**src/rtl/stb_pkg.sv**
```systemverilog
// Shared types and default widths for the store-buffer / data-cache arbiter.
package stb_pkg;

  localparam int DEF_ADDR_WIDTH   = 32;
  localparam int DEF_DATA_WIDTH   = 32;
  localparam int DEF_CNT_WIDTH    = 4;
  localparam int DEF_HIGH_WM      = 6;
  localparam int DEF_STARVE_LIMIT = 8;

  typedef enum logic [1:0] {
    IDLE    = 2'b00,
    LD_BUSY = 2'b01,
    ST_BUSY = 2'b10
  } arb_state_t;

endpackage

```
**src/rtl/stb_arb_starve_cnt.sv**
```systemverilog
// Saturating wait counter; sat_o tells the arbiter the STB drain has waited long enough.
module stb_arb_starve_cnt
  import stb_pkg::*;
#(
  parameter int STARVE_LIMIT = DEF_STARVE_LIMIT
) (
  input  logic clk,
  input  logic rst_n,
  input  logic inc,
  input  logic clr,
  output logic sat_o
);

  localparam int CW = $clog2(STARVE_LIMIT + 1);
  localparam logic [CW-1:0] LIMIT = CW'(STARVE_LIMIT);

  logic [CW-1:0] cnt;

  // Clear has priority so a drain grant restarts the wait even if inc is high.
  always_ff @(posedge clk) begin
    if (!rst_n) begin
      cnt <= '0;
    end else if (clr) begin
      cnt <= '0;
    end else if (inc && (cnt != LIMIT)) begin
      cnt <= cnt + CW'(1);
    end
  end

  assign sat_o = (cnt == LIMIT);

endmodule

```
**src/rtl/stb_dcache_arbiter.sv**
```systemverilog
// Arbitrates the single data-cache port between LSU loads and STB drain writes.
module stb_dcache_arbiter
  import stb_pkg::*;
#(
  parameter int ADDR_WIDTH   = DEF_ADDR_WIDTH,
  parameter int DATA_WIDTH   = DEF_DATA_WIDTH,
  parameter int CNT_WIDTH    = DEF_CNT_WIDTH,
  parameter int HIGH_WM      = DEF_HIGH_WM,
  parameter int STARVE_LIMIT = DEF_STARVE_LIMIT
) (
  input  logic                    clk,
  input  logic                    rst_n,
  input  logic                    ld_req_i,
  input  logic [ADDR_WIDTH-1:0]   ld_addr_i,
  input  logic                    ld_hazard_i,
  output logic                    ld_ack_o,
  output logic [DATA_WIDTH-1:0]   ld_rdata_o,
  input  logic                    stb_req_i,
  input  logic [ADDR_WIDTH-1:0]   stb_addr_i,
  input  logic [DATA_WIDTH-1:0]   stb_wdata_i,
  input  logic [DATA_WIDTH/8-1:0] stb_sel_byte_i,
  input  logic [CNT_WIDTH-1:0]    stb_count_i,
  output logic                    stb_ack_o,
  input  logic                    fence_i,
  output logic                    fence_done_o,
  output logic                    dcache_req_o,
  output logic                    dcache_w_en_o,
  output logic [ADDR_WIDTH-1:0]   dcache_addr_o,
  output logic [DATA_WIDTH-1:0]   dcache_wdata_o,
  output logic [DATA_WIDTH/8-1:0] dcache_sel_byte_o,
  input  logic                    dcache_ack_i,
  input  logic [DATA_WIDTH-1:0]   dcache_rdata_i
);

  localparam logic [CNT_WIDTH-1:0] HIGH_WM_C = CNT_WIDTH'(HIGH_WM);

  arb_state_t state, state_next;
  logic       fence_pending;
  logic       starve_sat;
  logic       st_prio;
  logic       ld_grant;
  logic       st_grant;

  stb_arb_starve_cnt #(
    .STARVE_LIMIT(STARVE_LIMIT)
  ) u_starve (
    .clk  (clk),
    .rst_n(rst_n),
    .inc  (stb_req_i && (state != ST_BUSY)),
    .clr  (!stb_req_i || st_grant),
    .sat_o(starve_sat)
  );

  always_ff @(posedge clk) begin
    if (!rst_n) begin
      state <= IDLE;
    end else begin
      state <= state_next;
    end
  end

  // Fence uses the registered flag, so a fence arriving with a load grant does not block that grant.
  always_comb begin
    state_next = state;
    ld_grant   = 1'b0;
    st_grant   = 1'b0;
    st_prio    = stb_req_i && (fence_pending || (ld_req_i && ld_hazard_i) ||
                               (stb_count_i >= HIGH_WM_C) || starve_sat);
    case (state)
      IDLE: begin
        if (st_prio) begin
          st_grant = 1'b1;
        end else if (ld_req_i && !ld_hazard_i && !fence_pending) begin
          ld_grant = 1'b1;
        end else if (stb_req_i) begin
          st_grant = 1'b1;
        end
        if (st_grant) begin
          state_next = ST_BUSY;
        end else if (ld_grant) begin
          state_next = LD_BUSY;
        end
      end
      LD_BUSY: if (dcache_ack_i) state_next = IDLE;
      ST_BUSY: if (dcache_ack_i) state_next = IDLE;
      default: state_next = IDLE;
    endcase
  end

  always_ff @(posedge clk) begin
    if (!rst_n) begin
      fence_pending <= 1'b0;
    end else if (fence_done_o) begin
      fence_pending <= 1'b0;
    end else if (fence_i) begin
      fence_pending <= 1'b1;
    end
  end

  // Request fields are captured at the grant edge and held for the whole busy period.
  always_ff @(posedge clk) begin
    if (!rst_n) begin
      dcache_w_en_o     <= 1'b0;
      dcache_addr_o     <= '0;
      dcache_wdata_o    <= '0;
      dcache_sel_byte_o <= '0;
    end else if (st_grant) begin
      dcache_w_en_o     <= 1'b1;
      dcache_addr_o     <= stb_addr_i;
      dcache_wdata_o    <= stb_wdata_i;
      dcache_sel_byte_o <= stb_sel_byte_i;
    end else if (ld_grant) begin
      dcache_w_en_o     <= 1'b0;
      dcache_addr_o     <= ld_addr_i;
      dcache_wdata_o    <= '0;
      dcache_sel_byte_o <= '0;
    end
  end

  assign dcache_req_o = (state != IDLE);
  assign ld_ack_o     = (state == LD_BUSY) && dcache_ack_i;
  assign ld_rdata_o   = ld_ack_o ? dcache_rdata_i : '0;
  assign stb_ack_o    = (state == ST_BUSY) && dcache_ack_i;
  assign fence_done_o = (state == IDLE) && fence_pending && !stb_req_i;

endmodule

```
**config.mk**
```make
export PLATFORM = sky130hd
export DESIGN_NAME = stb_dcache_arbiter
export DESIGN_NICKNAME = d
export VERILOG_FILES = /design/src/rtl/stb_pkg.sv /design/src/rtl/stb_arb_starve_cnt.sv /design/src/rtl/stb_dcache_arbiter.sv
export SDC_FILE = /design/constraint.sdc
export NUM_CORES = 1
export LEC_CHECK = 0
export ABC_AREA = 1
export CAP_MARGIN = 5
export CORE_MARGIN = 10
export CORE_UTILIZATION = 36
export CTS_CLUSTER_DIAMETER = 80
export DETAILED_ROUTE_END_ITERATION = 10
export GPL_TIMING_DRIVEN = 0
export PLACE_DENSITY_LB_ADDON = 0.05
export SETUP_SLACK_MARGIN = 0.5
export SLEW_MARGIN = 10
export SYNTH_ARGS = -nofsm -noshare
export SYNTH_HDL_FRONTEND = slang
export SYNTH_SLANG_ARGS = --single-unit
```
**constraint.sdc**
```tcl
create_clock -name clk -period 1.7 [get_ports clk]
set_clock_uncertainty 0.05 [all_clocks]
set_input_delay 0.425 -clock clk [delete_from_list [all_inputs] [get_ports clk]]
set_output_delay 0.425 -clock clk [all_outputs]
set_load 0.02 [all_outputs]
```
==> results of run 1 <==
==> layout by cell type, fill, tap and decap left out, types with 12 or more instances in the layout <==
master and count:
buf_4 54, clkdlybuf4s50_1 133, clkbuf_8 14, nand3_2 32, buf_8 13, nand2_1 85
nor2_4 35, inv_1 102, nand2_4 31, buf_6 132, nand2_2 32, dfxtp_2 67
a21oi_2 63, clkbuf_16 12, nand4_1 33
==> final timing paths <==
path,from,endpoint,slack [ns]
worst max-delay path,state[1]$_SDFFE_PN0P_,ld_rdata_o[28],-0.26
worst min-delay path,dcache_wdata_o[29]$_SDFFE_PN0P_,dcache_wdata_o[29]$_SDFFE_PN0P_,0.43
worst max register to register,state[0]$_SDFFE_PN0P_,dcache_addr_o[15]$_SDFFE_PN0P_,-0.13
worst min register to register,dcache_wdata_o[29]$_SDFFE_PN0P_,dcache_wdata_o[29]$_SDFFE_PN0P_,0.43
==> per-layer routing <==
metal  routed length, um  up-vias  global-route usage
met5                   0        -                   0
met4                1019        0             0.08542
met3                2294       81             0.07530
met2               13000      362              0.4522
met1                8382     2815              0.2568
li1                    -     2503                   -
==> cell families after synthesis <==
group	count (synthesis)
fa+ha+maj	5
compound gates	78
simple gates	265
xor+xnor	2
flops	76
buf+inv	149
==> registers in the layout, summed over array words and instances, names as in the netlist <==
register           count
dcache_addr_o         32
dcache_wdata_o        32
dcache_sel_byte_o      4
u_starve.cnt           4
state                  2
dcache_w_en_o          1
fence_pending          1
==> worst max-delay path: cells and delay by family (launching register included) <==
family / cells / cell delay (ns)
fa+ha+maj: 1 / 0.18
buf+inv: 3 / 0.40
flops: 1 / 0.34
simple gates: 2 / 0.19
==> power by group through the flow <==
| stage | combinational (mW) | clock [mW] | sequential, mW |
|---|---|---|---|
| finish | 5.39 | 1.63 | 2.34 |
| global route | 5.57 | 1.69 | 2.35 |
| floorplan | 1.34 | 0 | 2.53 |
| detailed placement | 2.95 | 0 | 2.23 |
| CTS | 4.52 | 1.58 | 2.31 |
| global placement | 2.89 | 0 | 2.22 |
==> timing repair <==
| item | CTS | global route |
|---|---|---|
| resized for setup | 915 | 127 |
| endpoints found under the setup margin | 181 | 180 |
| pin swaps | 42 | 30 |
| gates cloned | 19 | 1 |
| setup buffers | 45 | 32 |
==> layout make-up <==
cell class / count / area, um2
Sequential cell: 76 / 1628
Fill cell: 367 / 775.7
Tap cell: 136 / 170.2
Inverter: 112 / 452.9
Clock inverter: 7 / 96.34
Multi-Input combinational cell: 351 / 2774
Buffer: 37 / 544.3
Clock buffer: 9 / 123.9
Timing Repair Buffer: 342 / 3712
==> through the flow <==
step | hold WS (ns) | setup TNS [ns] | worst slack (ns) | total power [mW] | instances
6_report | 0.4337 | -11.29 | -0.2635 | 9.365 | 1070
5_1_grt | 0.4388 | -15.31 | -0.3053 | 9.604 | 1070
4_1_cts | 0.4156 | -7.291 | -0.2208 | 8.410 | 1037
3_5_place_dp | 0.4026 | -58.58 | -0.9939 | 5.175 | 957
3_3_place_gp | 0.3989 | -56.28 | -0.9804 | 5.108 | 957
2_1_floorplan | 0.4098 | 0 | 0.09779 | 3.863 | 575
==> results.py, run 1 <==
metrics = {
    "cells_and_area": {
        "drive_above_1_share": 0.5814,
        "antenna_cells": 0,
        "stdcell_area_um2": 9502,
        "fin_nets": 1077,
        "area_growth_pct": 151.1,
        "final_core_util": 0.9245,
    },
    "worst_setup_path": {
        "path_cells": "inv_4 -> ha_4 -> nand2_4 -> clkbuf_16 -> nor2_4 -> buf_6",
        "slowest_stage": "dfxtp_2",
        "worst-path-max-fanout": 5,
        "worstPathArrival_ns": 1.49,
        "start_kind": "register",
        "end_kind": "output pin",
        "critPathMaxStageDelay_ns": 0.34,
        "crit_type": "register to output pin",
        "reg2regPathDepth": 12,
        "required_ns": 1.22,
    },
    "sta": {
        "relSlewSlack": 0.5355,
        "hold_viol": 0,
        "worst_slack_ns": -0.2635,
        "setup_viol": 97,
        "max_freq_ghz": 0.5093,
        "tightestPinTransition_ns": 0.6967,
        "min_period_ns": 1.963,
        "timing.final.crit_share": 1.155,
        "rsz0062_at_grt": "yes",
        "slew_viol_final": 0,
    },
    "die": {
        "dieArea_um2": 15010,
        "row_count": 37,
        "io_pins": 248,
        "initial_core_util": 0.3682,
        "core_um2": 10280,
        "chipWidth_um": 122.5,
        "die_y_um": 122.5,
    },
    "power_and_ir_drop": {
        "comb_power_share": 0.576,
        "ir_worst_vdd_mv": 0.6871,
        "swShare": 0.3880,
        "seqPwrFrac": 0.250,
        "p_leak_nw": 4.319,
        "p_sw_mw": 3.633,
        "p_int_mw": 5.731,
        "power_frac_clock": 0.174,
        "p_per_area_nw_per_um2": 985.6,
    },
    "synthesis": {
        "synth_fa_ha_area_frac": 0.01653,
        "netlist_top_cells_area": "dfxtp_1 (40%), nand2_1 (15%), inv_1 (11%), a21oi_1 (10%), nand4_1 (5.5%)",
        "ys_types": 23,
        "synth.most_common_cell": "nand2_1",
        "synth_ff_type": "dfxtp_1",
        "synth_largest_area_cell": "dfxtp_1",
        "synth_compound_area_frac": 0.1035,
        "ys_seq_elements": 76,
        "yosys_warnings": 0,
        "yosys.area_share.simple": 0.3099,
        "yosys.area.top_type_share": 0.4021,
        "seq_area_frac_synth": 0.4021,
        "synth_area_um2": 3784,
        "async_flop_share": 0,
        "avgSynthCellArea_um2": 6.580,
        "synth_top_family_by_area": "simple AND/OR/NAND/NOR gates",
        "synthTopCellsByCount": "nand2_1 (148), inv_1 (110), a21oi_1 (76), dfxtp_1 (76), nand3_1 (39)",
        "synthCells": 575,
        "synth.net_count": 723,
        "synth_xor_area_frac": 0.004630,
        "synth_edf_count": 0,
        "synth.area.mux_share": 0,
    },
    "status": {
        "status": "finished with violations",
        "violations": "setup timing",
    },
    "global_route": {
        "grt_first_pass_wirelength_mm": 29.18,
        "grt_pass1_vias": 5567,
        "grt_max_degree": 15,
        "antenna_found_initial": 0,
        "grt_use_total": 0.2448,
        "grt_overflow": 0,
    },
    "routing": {
        "vias": 5761,
        "drtPass1Iterations": 5,
        "drtAntennaViolNets": 0,
        "wirelength_mm": 24.69,
        "drt-initial-drc-count": 345,
        "post_drt_wl_per_cell_um": 23.08,
        "via_per_inst": 5.384,
        "drc": 0,
    },
    "clock_tree": {
        "path_clk_slew_ns": 0.09,
        "clk_path_buf_depth": 2,
        "numCtsBuffers": 9,
        "postCtsHoldBufs": 0,
        "clock_latency_ns": 0.36,
        "htreeDepth": 3,
        "cts_tree": "built",
        "cts.sinks": 76,
        "cts.root.buffer_cell": "clkbuf_8",
    },
    "min_path": {
        "hold_class": "register to register",
        "hold_depth": 2,
    },
    "placed_design": {
        "numPortBuffers": 246,
        "post-dp-hpwl_mm": 12.56,
        "place.gp.congestion": 0.8456,
        "placed_area_um2": 6829,
    },
    "flow_run": {
        "drv_cap": 0,
    },
}
No activity file was read; power rests on OpenSTA's default activity.
==> inputs of run 2 (changes only) <==
--- a/config.mk
+++ b/config.mk
@@ -8,7 +8,7 @@
 export ABC_AREA = 1
 export CAP_MARGIN = 5
 export CORE_MARGIN = 10
-export CORE_UTILIZATION = 36
+export CORE_UTILIZATION = 39
 export CTS_CLUSTER_DIAMETER = 80
 export DETAILED_ROUTE_END_ITERATION = 10
 export GPL_TIMING_DRIVEN = 0
==> constraint.sdc (replaced) <==
create_clock -name clk -period 2.5 [get_ports clk]
set_clock_uncertainty 0.05 [all_clocks]
set_input_delay 0.625 -clock clk [delete_from_list [all_inputs] [get_ports clk]]
set_output_delay 0.625 -clock clk [all_outputs]
set_load 0.02 [all_outputs]
==> results.py, run 2 (same netlist as run 1, synthesis figures left out) <==
metrics = {
    "die": {
        "chipWidth_um": 118.5,
        "initial_core_util": 0.4056,
        "row_count": 35,
        "io_pins": 248,
        "die_y_um": 118.5,
        "core_um2": 9328,
        "dieArea_um2": 14040,
    },
    "sta": {
        "relSlewSlack": 0.6567,
        "fin_setup_tns_ns": 0,
        "tightestPinTransition_ns": 0.5149,
        "rsz0062_at_grt": "yes",
        "min_period_ns": 2.147,
        "timing.final.crit_share": 0.8589,
        "setup_viol": 0,
        "hold_viol": 0,
        "max_freq_ghz": 0.4657,
        "slew_viol_final": 0,
    },
    "clock_tree": {
        "htreeDepth": 3,
        "cts.root.buffer_cell": "clkbuf_8",
        "clock_latency_ns": 0.35,
        "clk_path_buf_depth": 2,
        "path_clk_slew_ns": 0.09,
        "numCtsBuffers": 9,
        "postCtsHoldBufs": 0,
        "cts_tree": "built",
        "cts.sinks": 76,
    },
    "cells_and_area": {
        "antenna_cells": 0,
        "fin_nets": 990,
        "drive_above_1_share": 0.1747,
        "finalNonFillerCells": 976,
        "final_common_cell": "nand2_1",
        "final_cell_mix": "nand2_1 (146), clkdlybuf4s50_1 (134), inv_1 (101)",
        "area_growth_pct": 88.39,
        "reg_top3": "dcache_addr_o (32), dcache_wdata_o (32)",
    },
    "routing": {
        "via_per_inst": 4.929,
        "drc": 0,
        "post_drt_wl_per_cell_um": 17.31,
        "drtPass1Iterations": 5,
        "wirelength_mm": 16.90,
        "drt-initial-drc-count": 309,
        "vias": 4811,
        "drtAntennaViolNets": 0,
    },
    "worst_setup_path": {
        "r2r_start": "u_starve.cnt[0]$_SDFFE_PP0P_",
        "worstPathArrival_ns": 1.47,
        "crit_type": "register to output pin",
        "required_ns": 1.82,
        "start_kind": "register",
        "path_cells": "inv_4 -> ha_4 -> nand2_8 -> buf_6 -> nor2_2 -> buf_4",
        "slowest_stage": "dfxtp_2",
        "end_kind": "output pin",
        "worst-path-max-fanout": 7,
        "crit_start": "state[1]$_SDFFE_PN0P_",
        "critPathMaxStageDelay_ns": 0.35,
        "path_buf_inv": 3,
        "cp_top_family": "buffers and inverters",
    },
    "min_path": {
        "hold_class": "register to register",
        "min_from": "dcache_sel_byte_o[1]$_SDFFE_PN0P_",
    },
    "placed_design": {
        "numPortBuffers": 246,
        "dp.cells": 950,
        "post-dp-hpwl_mm": 12.52,
        "place.gp.congestion": 0.8417,
    },
    "power_and_ir_drop": {
        "p_leak_nw": 3.843,
        "ir_worst_vdd_mv": 0.3352,
        "p_per_area_nw_per_um2": 612.2,
    },
    "global_route": {
        "antenna_found_initial": 0,
        "grt_max_degree": 17,
        "grt_use_total": 0.2161,
        "grt_overflow": 0,
        "grt_pass1_vias": 4652,
        "grt_first_pass_wirelength_mm": 25.03,
    },
    "flow_run": {
        "drv_cap": 0,
    },
    "status": {
        "status": "completed",
    },
}
[run 2: worst reg2reg max path: cells and delay by family (launching register included)]
kind	cells	cell delay, ns
AOI/OAI and AO/OA	1	0.08
adders and majority gates	1	0.21
buffers and inverters	2	0.35
DFF	1	0.40
and+or+nand+nor	5	0.60
[run 2: routing by layer]
metal / up-vias / global-route usage / part of all wire
met2: 219 / 0.3807 / 0.51
met3: 20 / 0.07044 / 0.077
met1: 2246 / 0.2510 / 0.40
met4: 0 / 0.04122 / 0.010
met5: - / 0 / 0
li1: 2326 / - / -
[run 2: layout make-up]
type	instances	area (um2)
Clock buffer	9	123.9
Timing Repair Buffer	256	2634
Sequential cell	76	1526
Clock inverter	7	68.82
Multi-Input combinational cell	350	1926
Tap cell	129	161.4
Fill cell	707	2200
Inverter	112	422.9
Buffer	37	265.3
[run 2: through the flow]
step	power [mW]	worst slack [ns]	utilization	instance area [um2]	hold WS (ns)
final	4.364	0.3526	0.7642	7128	0.4145
after CTS	4.317	0.4082	0.7266	6778	0.4166
after detailed placement	3.371	-0.5899	0.6881	6419	0.4029
after global routing	4.598	0.3085	0.7642	7128	0.4289
after floorplan	2.491	0.5712	-	3795	0.4122
after global placement	3.325	-0.5909	0.6881	6419	0.3973
[run 2: final timing paths]
kind | depth (start not counted) | slack (ns) | endpoint
max reg2reg | 9 | 0.70 | dcache_wdata_o[17]$_SDFFE_PN0P_
max | 6 | 0.35 | ld_rdata_o[13]
min | 2 | 0.41 | dcache_sel_byte_o[1]$_SDFFE_PN0P_
min reg2reg | 2 | 0.41 | dcache_sel_byte_o[1]$_SDFFE_PN0P_
[run 2: what timing repair did]
item	4_1_cts	5_1_grt
endpoints found under the setup margin	130	85
cloned	2	1
buffers inserted	6	1
resized for setup	296	108
pin swaps	6	5
[run 2: power breakdown]
part           switching, mW  internal (mW)
registers             0.0965           1.39
logic                   1.11          0.849
clock network          0.534          0.384
total                   1.74           2.63
==> inputs of run 3 (changes only) <==
--- a/config.mk
+++ b/config.mk
@@ -12,7 +12,7 @@
 export CTS_CLUSTER_DIAMETER = 80
 export DETAILED_ROUTE_END_ITERATION = 10
 export GPL_TIMING_DRIVEN = 0
-export PLACE_DENSITY_LB_ADDON = 0.05
+export PLACE_DENSITY = 0.86
 export SETUP_SLACK_MARGIN = 0.5
 export SLEW_MARGIN = 10
 export SYNTH_ARGS = -nofsm -noshare
==> results.py, run 3 (same netlist as run 1, synthesis figures left out) <==
metrics = {
    "power_and_ir_drop": {
        "swShare": 0.3827,
        "p_int_mw": 2.756,
        "p_sw_mw": 1.708,
        "comb_power_share": 0.444,
        "p_per_area_nw_per_um2": 629.3,
        "p_leak_nw": 3.667,
        "power_frac_clock": 0.222,
        "ir_worst_vdd_mv": 0.4927,
        "seqPwrFrac": 0.333,
    },
    "sta": {
        "fin_setup_tns_ns": 0,
        "tightestPinTransition_ns": 0.5255,
        "min_period_ns": 2.125,
        "relSlewSlack": 0.6497,
        "rsz0062_at_grt": "yes",
        "max_freq_ghz": 0.4705,
        "timing.final.crit_share": 0.8502,
        "slew_viol_final": 0,
        "worst_slack_ns": 0.3746,
        "hold_viol": 0,
        "setup_viol": 0,
    },
    "cells_and_area": {
        "final_common_cell": "clkdlybuf4s50_1",
        "reg_top3": "dcache_addr_o (32), dcache_wdata_o (32)",
        "n_fill_cell": 684,
        "finalNonFillerCells": 979,
        "fin_nets": 992,
        "area_growth_pct": 87.47,
        "drive_above_1_share": 0.1696,
        "final_cell_mix": "clkdlybuf4s50_1 (147), nand2_1 (146), inv_1 (105)",
    },
    "routing": {
        "drtPass1Iterations": 5,
        "wl_met2_mm": 8.634,
        "vias": 4825,
        "highest_layer": "met4",
        "post_drt_wl_per_cell_um": 17.40,
        "wirelength_mm": 17.04,
        "drt-initial-drc-count": 352,
        "route.met3.wl_mm": 1.264,
        "m1WireLength_mm": 6.604,
        "via_per_inst": 4.928,
        "drc": 0,
        "drtAntennaViolNets": 0,
    },
    "die": {
        "dieArea_um2": 14040,
        "chipWidth_um": 118.5,
        "initial_core_util": 0.4056,
        "io_pins": 248,
        "die_y_um": 118.5,
        "core_um2": 9328,
        "row_count": 35,
    },
    "worst_setup_path": {
        "start_kind": "input port",
        "critPathMaxStageDelay_ns": 0.31,
        "reg2regPathDepth": 8,
        "slowest_stage": "clkdlybuf4s18_2",
        "required_ns": 1.82,
        "path_cells": "clkdlybuf4s18_2 -> nand2_8 -> buf_8 -> nor2_2 -> buf_4",
        "r2r_start": "state[0]$_SDFFE_PN0P_",
        "worst-path-max-fanout": 5,
        "crit_type": "input port to output pin",
        "worstPathArrival_ns": 1.45,
        "regToRegSetupSlack_ns": 0.69,
        "rr_endpoint": "dcache_addr_o[10]$_SDFFE_PN0P_",
        "end_kind": "output pin",
    },
    "clock_tree": {
        "cts.sinks": 76,
        "postCtsHoldBufs": 0,
        "htreeDepth": 3,
        "cts.root.buffer_cell": "clkbuf_8",
        "cts_tree": "built",
        "numCtsBuffers": 9,
        "clk_path_buf_depth": 2,
        "path_clk_slew_ns": 0.08,
        "clock_latency_ns": 0.35,
    },
    "min_path": {
        "hold_path_end": "dcache_addr_o[31]$_SDFFE_PN0P_",
        "hold_depth": 2,
        "hold_class": "register to register",
        "min_from": "dcache_addr_o[31]$_SDFFE_PN0P_",
    },
    "placed_design": {
        "numPortBuffers": 246,
        "dp.cells": 950,
        "dp_slack_ns": -0.5906,
        "place.gp.congestion": 0.8165,
        "post-dp-hpwl_mm": 12.35,
    },
    "global_route": {
        "grt_use_total": 0.2135,
        "antenna_found_initial": 0,
        "grt_overflow": 0,
        "grt_max_degree": 15,
        "grt_pass1_vias": 4694,
        "grt_first_pass_wirelength_mm": 24.59,
    },
    "flow_run": {
        "drv_cap": 0,
    },
    "status": {
        "status": "completed",
    },
}
run 3: worst max-delay path by stage:
stage	startpoint	end	slack, ns	cells past startpoint
final	dcache_ack_i	ld_rdata_o[18]	0.37	5
after global routing	state[1]$_SDFFE_PN0P_	ld_rdata_o[7]	0.33	6
after CTS	state[1]$_SDFFE_PN0P_	ld_rdata_o[20]	0.41	6
after detailed placement	stb_req_i	fence_done_o	-0.59	5
after global placement	stb_req_i	fence_done_o	-0.59	5
after floorplan	stb_req_i	fence_done_o	0.57	3
run 3: metal layers:
| metal | GRT usage | vias to the layer above |
|---|---|---|
| met4 | 0.08397 | 0 |
| li1 | - | 2332 |
| met3 | 0.06283 | 35 |
| met2 | 0.3689 | 225 |
| met1 | 0.2417 | 2233 |
| met5 | 0 | - |
run 3: timing repair:
action,4_1_cts,5_1_grt
buffers inserted,3,5
resized for setup,288,94
gates cloned,4,0
pin swaps,5,3
endpoints found under the setup margin,70,119
run 3: cell type report:
cell class	instances	area (um2)	share of cell area
flip-flops and latches	76	1526	0.2152
inverters	112	422.9	0.05962
repair buffers	257	2603	0.3669
clock buffers	10	137.6	0.01940
diodes	1	2.502	0.0003528
plain buffers	37	266.5	0.03757
well taps	129	161.4	0.02276
multi-input cells	351	1902	0.2681
clock inverters	6	71.32	0.01005
run 3: metrics by stage:
stage	area, um2	total power, mW	hold slack (ns)	utilization
2_1_floorplan	3795	2.491	0.4122	-
6_report	7093	4.464	0.4117	0.7604
3_3_place_gp	6419	3.324	0.3980	0.6881
5_1_grt	7091	4.696	0.4300	0.7602
4_1_cts	6759	4.386	0.4131	0.7246
3_5_place_dp	6419	3.377	0.4022	0.6881
run 3: critical path, delay by kind of cell:
kind          cells  cell delay [ns]
buf+inv           3             0.62
simple gates      2             0.21
run 3: power groups by stage:
stage               Combinational, mW  Sequential, mW  Clock [mW]
global placement                 1.82            1.50           0
floorplan                       0.777            1.71           0
finish                           1.98            1.49       0.992
CTS                              1.89            1.49        1.01
detailed placement               1.87            1.51           0
global route                     2.14            1.51        1.05
